--- src/rtl/acc_rf_pkg.sv ---
// Shared sizing and types for the accumulator register file and its load scoreboard.
package acc_rf_pkg;
  localparam int W     = 8;
  localparam int D     = 4;
  localparam int IMM_W = 4;
  localparam int N     = 1 << D;

  typedef logic [D-1:0] reg_idx_t;
  typedef logic [W-1:0] data_t;
  typedef logic [D:0]   cnt_t;

  function automatic data_t imm_zext(reg_idx_t idx);
    return data_t'(idx[IMM_W-1:0]);
  endfunction
endpackage

--- src/rtl/acc_rf_scoreboard.sv ---
// Tracks in-flight loads per register: pending bits, outstanding count, sticky
// protocol error, and the hazard stall seen by the core.
module acc_rf_scoreboard
  import acc_rf_pkg::*;
(
  input  logic     clk_i,
  input  logic     rst_n_i,
  input  reg_idx_t reg_index_i,
  input  logic     imme_value_i,
  input  logic     reg_write_i,
  input  logic     ld_issue_i,
  input  logic     ret_acc_i,
  input  reg_idx_t ld_ret_index_i,
  output logic     ret_wr_o,
  output logic     stall_o,
  output cnt_t     outstanding_o,
  output logic     err_o
);

  logic [N-1:0] pend_q, pend_d;
  cnt_t         cnt_q, cnt_d;
  logic         err_q, err_d;
  logic         ret_hit, ret_ok, issue_ok;

  // A return accepted this cycle already resolves the hazard on its entry.
  assign ret_hit  = ret_acc_i && (ld_ret_index_i == reg_index_i);
  assign stall_o  = pend_q[reg_index_i] && !ret_hit && (reg_index_i != '0)
                    && (!imme_value_i || reg_write_i || ld_issue_i);
  assign ret_ok   = ret_acc_i && pend_q[ld_ret_index_i];
  assign issue_ok = ld_issue_i && !stall_o && (reg_index_i != '0);
  assign ret_wr_o = ret_ok;

  always_comb begin
    pend_d = pend_q;
    cnt_d  = cnt_q;
    err_d  = err_q;
    if (ret_ok)   pend_d[ld_ret_index_i] = 1'b0;
    if (issue_ok) pend_d[reg_index_i]    = 1'b1;
    case ({issue_ok, ret_ok})
      2'b10:   cnt_d = cnt_q + cnt_t'(1);
      2'b01:   cnt_d = cnt_q - cnt_t'(1);
      default: cnt_d = cnt_q;
    endcase
    if ((ld_issue_i && reg_index_i == '0) || (ret_acc_i && !pend_q[ld_ret_index_i]))
      err_d = 1'b1;
  end

  always_ff @(posedge clk_i or negedge rst_n_i) begin
    if (!rst_n_i) begin
      pend_q <= '0;
      cnt_q  <= '0;
      err_q  <= 1'b0;
    end else begin
      pend_q <= pend_d;
      cnt_q  <= cnt_d;
      err_q  <= err_d;
    end
  end

  assign outstanding_o = cnt_q;
  assign err_o         = err_q;

endmodule

--- src/rtl/acc_reg_file_sb.sv ---
// Register file with accumulator at entry 0, split-transaction load-return port
// and per-register pending scoreboard guarding RAW/WAW hazards.
module acc_reg_file_sb
  import acc_rf_pkg::*;
(
  input  logic     clk_i,
  input  logic     rst_n_i,
  input  logic     acc_write_i,
  input  logic     reg_write_i,
  input  logic     imme_value_i,
  input  logic     ld_issue_i,
  input  reg_idx_t reg_index_i,
  input  data_t    data_in_i,
  input  logic     ld_ret_valid_i,
  input  reg_idx_t ld_ret_index_i,
  input  data_t    ld_ret_data_i,
  output logic     ld_ret_ready_o,
  output data_t    acc_out_o,
  output data_t    reg_out_o,
  output logic     stall_o,
  output cnt_t     outstanding_o,
  output logic     err_o
);

  data_t regs_q [N];
  data_t regs_d [N];
  logic  ret_acc, ret_wr;

  // Core write to the same entry wins; memory must retry the return.
  assign ld_ret_ready_o = !((reg_write_i && !ld_issue_i && (reg_index_i == ld_ret_index_i))
                            || (acc_write_i && (ld_ret_index_i == '0)));
  assign ret_acc = ld_ret_valid_i && ld_ret_ready_o;

  acc_rf_scoreboard u_sb (
    .clk_i          (clk_i),
    .rst_n_i        (rst_n_i),
    .reg_index_i    (reg_index_i),
    .imme_value_i   (imme_value_i),
    .reg_write_i    (reg_write_i),
    .ld_issue_i     (ld_issue_i),
    .ret_acc_i      (ret_acc),
    .ld_ret_index_i (ld_ret_index_i),
    .ret_wr_o       (ret_wr),
    .stall_o        (stall_o),
    .outstanding_o  (outstanding_o),
    .err_o          (err_o)
  );

  always_comb begin
    regs_d = regs_q;
    if (!stall_o) begin
      if (acc_write_i)
        regs_d[0] = data_in_i;
      else if (reg_write_i && !ld_issue_i && (reg_index_i != '0))
        regs_d[reg_index_i] = data_in_i;
    end
    if (ret_wr) regs_d[ld_ret_index_i] = ld_ret_data_i;
  end

  always_ff @(posedge clk_i or negedge rst_n_i) begin
    if (!rst_n_i) regs_q <= '{default: '0};
    else          regs_q <= regs_d;
  end

  assign acc_out_o = regs_q[0];
  assign reg_out_o = imme_value_i                                 ? imm_zext(reg_index_i)
                   : (reg_index_i == '0)                          ? '0
                   : (ret_acc && (ld_ret_index_i == reg_index_i)) ? ld_ret_data_i
                   :                                                regs_q[reg_index_i];

endmodule

--- config.mk ---
export PLATFORM = sky130hd
export DESIGN_NAME = acc_reg_file_sb
export DESIGN_NICKNAME = d
export VERILOG_FILES = /design/src/rtl/acc_rf_pkg.sv /design/src/rtl/acc_rf_scoreboard.sv /design/src/rtl/acc_reg_file_sb.sv
export SDC_FILE = /design/constraint.sdc
export NUM_CORES = 1
export LEC_CHECK = 0
export CAP_MARGIN = 20
export CELL_PAD_IN_SITES_DETAIL_PLACEMENT = 1
export CELL_PAD_IN_SITES_GLOBAL_PLACEMENT = 1
export CORE_UTILIZATION = 40
export CTS_CLUSTER_DIAMETER = 30
export CTS_CLUSTER_SIZE = 25
export DETAILED_ROUTE_END_ITERATION = 8
export GPL_TIMING_DRIVEN = 0
export PLACE_DENSITY = 0.73
export SETUP_SLACK_MARGIN = 0.05
export SYNTH_ARGS = -nofsm -noshare
export SYNTH_HDL_FRONTEND = slang
export SYNTH_SLANG_ARGS = --single-unit
--- constraint.sdc ---
create_clock -name clk_i -period 4.76 [get_ports clk_i]
set_input_delay 1.428 -clock clk_i [delete_from_list [all_inputs] [get_ports clk_i]]
set_output_delay 1.428 -clock clk_i [all_outputs]
set_load 0.01 [all_outputs]
==> impl_results.md, run 1 <==
- Netlist cell types: 62
- Post-synth ARST share: 100.0%
- Vias in the first global route: 9,609
- Smallest hold slack: 0.4918 ns
- Vias per inst: 6.931
- First-pass GRT wire length: 62,020 µm
- Die Ht: ~150 µm
- Top_reg_cell synth: dfrtp_1
- Post-synth net total: 980
- Hold_buf cts: 0
- Largest net degree at the start of global routing: 99
- DRT antenna net count: 0
- Most frequent cells in the layout: dfrtp_1 (150), a31oi_1 (91), nor2_1 (86)
- Final worst setup slack: -0.1246 ns
- Rel. slew slack: 25.19%
- DRT Pass-1 Iters: 6
- Status: complete, but fails checks
- Worst hold stages: 1
- Gpl congestion: 0.9552
- Die area: 23,750 µm²
- Core area: 22,640 µm²
- Hold WC Path Type: reg2reg
- Reg clk slew, reported paths: about 0.08 ns
- DRT iter0 DRCs: 1,113
- CTS sink cnt: 150
- Cell-internal power: 3689 µW
- CP Class: in2out
- Seq/Total Area, Yosys: between 40% and 50%
- Initial antenna violation count: 1
- CP dominant cell by count: buf_12
- HP Start: u_sb.outstanding_o[4]
- Synthesized instance count: 944
- Max Clock Skew: 0.01798 ns
- Clock network fraction of total power: 25.3%
- Crit Path Max Fanout: 5
- Routed len/inst: 30.91 µm
- Max Cap Viol: 0
- All-layer global routing usage: 35.80%
- Residual DRC: 0
- GRT Residual Overflow: 0
- Sw Share: between 30 and 40%
- Nets: 1,080
- Critical path data arrival time: 3.46 ns
- Slowest stage cell, crit path: mux4_2
- H-tree depth: 4
- Commonest non-fill, non-tap cell in the layout: dfrtp_1
- Final worst path period share: 102.6%
- Fin crit period: 4.885 ns
- Failing checks: setup timing
- Buf/Inv on CP: 5
- Final WL: 41,510 µm
- Logic pwr share: 36.5%
- Hold endpoint: u_sb.outstanding_o[4]
- Tightest Pin Transition: 1.118 ns
- R2r endpoint: u_sb.outstanding_o[4]
- Area grow syn2layout: 22.96%
- NetSw: 2141 µW
- Ports: 55
- Mapped Area: 9254 µm²
- Max frequency: ~200 MHz
- Number of max-slew violations in the final report: 0
- Clock buffer count from CTS: 17
- CTS root buf: clkbuf_16
- CP peak stage delay: 0.56 ns
- Max Root-Sink Buffers: 2
- Number of synthesized register bits: 150
- # rows: 55
- Critical register-to-register path startpoint: u_sb.pend_q[11]
- Syn Area/Cell: between 9 and 10 µm²
- Crit-path leading delay family: multiplexers
- Critical path depth: 9
- Clk_lat worst skew: between 0.4 and 0.5 ns
- Critical path required time: roughly 3.3 ns
- Initial Util: just over 40%
- RSZ-0062 raised after global routing: yes
- Final hold violation count: 0
- Detail Placement HPWL: ~28,000 µm
- Worst VDD drop: around 0.23 mV
- Share of cells above drive strength 1: 22.33%
- Static Leak: 0.004776 µW
- YS warnings: 0
- EDFF count, synth: 0
- Layout fillers: 2,511
- Final Setup Violations: 7
- CTS tree: yes
- DP Worst Slack: -1.375 ns
- CP cell instances: buf_12, buf_12, buf_12, buf_16, mux4_2, mux4_2, a21oi_4, o21ai_1, buf_2
- Sequential Power Share: 38.3%
- Fin Setup TNS: -0.3941 ns
- CP Launch Type: input port
- Power Density: just over 500 nW/µm²
- Port bufs: 51
- CP endpoint kind: primary output
- Reg2Reg Setup Slack: 1.14 ns
- Vias: about 9,300
- Register-to-Register Path Depth: 13
- Die X: 154.1 µm
[power by group through the flow]
stage,Combinational (µW),Sequential (µW),Clock (µW)
CTS,2050,2200,1460
global placement,1890,2190,0
global route,2250,2260,1510
detailed placement,1960,2210,0
floorplan,1320,2040,0
finish,2130,2230,1470
[layer usage]
metal | global-route usage [%] | share of wire, % | vias up
met3 | 8.625 | 9.3 | 157
met4 | 21.38 | 6.3 | 0
met2 | 55.80 | 46 | 595
met5 | 0 | 0 | -
met1 | 45.21 | 38 | 4779
li1 | - | - | 3778
[repair_timing]
| item | CTS | global route |
|---|---|---|
| gates cloned | 5 | 0 |
| hold endpoints to repair | 0 | 0 |
| endpoints found under the setup margin | 12 | 10 |
| resized for setup | 140 | 8 |
| pin swaps | 18 | 7 |
| buffers inserted | 22 | 6 |
[layout make-up]
cell class	instances	area [µm²]	area share, %
timing repair buffer	84	849.6	7.466
multi-input combinational	674	5027	44.18
sequential	150	3754	32.99
inverter	15	56.30	0.4948
buffer	102	720.7	6.334
clock buffer	19	442.9	3.893
antenna	1	2.502	0.02199
tap	285	356.6	3.134
clock inverter	13	168.9	1.484
[logic make-up (layout without fill, tap and decap cells)]
family                     after synthesis  count (layout)  share of synthesized area (%)
AOI/OAI and AO/OA                      293             293                          21.01
xor gates and xnor gates                 9               9                         0.9330
adders and majority gates                5               5                         0.7572
buffers and inverters                  120             233                          6.557
DFF                                    150             150                          40.56
muxes                                   51              51                          11.94
other                                    0               1                              0
and+or+nand+nor                        316             316                          18.24
[Yosys cell counts (all sizes together) (10+ instances only)]
cell type / instances / area share (%)
dfrtp: 150 / 41
inv: 15 / 0.61
a221o: 24 / 2.6
a31oi: 91 / 6.2
nor2: 97 / 4.0
nand2: 35 / 1.4
and3: 36 / 2.4
nor2b: 27 / 1.8
nand3: 72 / 4.2
mux4: 47 / 11
buf: 66 / 4.4
o21ai: 95 / 5.1
a21oi: 11 / 0.59
clkbuf: 39 / 1.6
a22oi: 34 / 2.8
nor3b: 10 / 0.92
[registers in the layout (all words and copies together), names as in the netlist]
name	cells
u_sb.outstanding_o	5
u_sb.pend_q	16
regs_q	120
u_sb.err_o	1
acc_out_o	8
[per-stage QoR]
step	cell area (µm²)	instances	util, %	total power [µW]
global route	11380	1342	50.25	6027
CTS	11350	1339	50.15	5713
floorplan	9254	944	-	3353
finish	11380	1343	50.26	5830
global placement	10120	1280	44.70	4084
detailed placement	10150	1281	44.85	4177
[worst register-to-register path, stage by stage (launching register included)]
cell      delay (ns)
dfrtp_1         0.41
mux4_2          0.52
and2_4          0.17
o31a_1          0.31
nand3_1         0.16
and2_1          0.38
nand2b_1        0.12
ha_1            0.30
fa_1            0.43
a21o_1          0.18
a21oi_1         0.17
xor2_1          0.16
nor2_1          0.06
xor2_1          0.15
[worst max path at each step]
stage                         startpoint           end  slack (ns)
after global routing      reg_index_i[0]  reg_out_o[2]       -0.13
after detailed placement  reg_index_i[1]  reg_out_o[2]       -1.38
after global placement           rst_n_i    regs_q[30]       -4.33
final                     reg_index_i[0]  reg_out_o[2]       -0.12
after CTS                 reg_index_i[0]  reg_out_o[2]       -0.01
after floorplan           reg_index_i[0]  reg_out_o[0]        0.24
No activity file was read; power rests on OpenSTA's default activity.
==> run 2: changes to the inputs <==
--- a/config.mk
+++ b/config.mk
@@ -5,7 +5,6 @@
 export SDC_FILE = /design/constraint.sdc
 export NUM_CORES = 1
 export LEC_CHECK = 0
-export CAP_MARGIN = 20
 export CELL_PAD_IN_SITES_DETAIL_PLACEMENT = 1
 export CELL_PAD_IN_SITES_GLOBAL_PLACEMENT = 1
 export CORE_UTILIZATION = 40
==> results of run 2 <==
Final layout, timing and power as in run 1 (identical DEF).
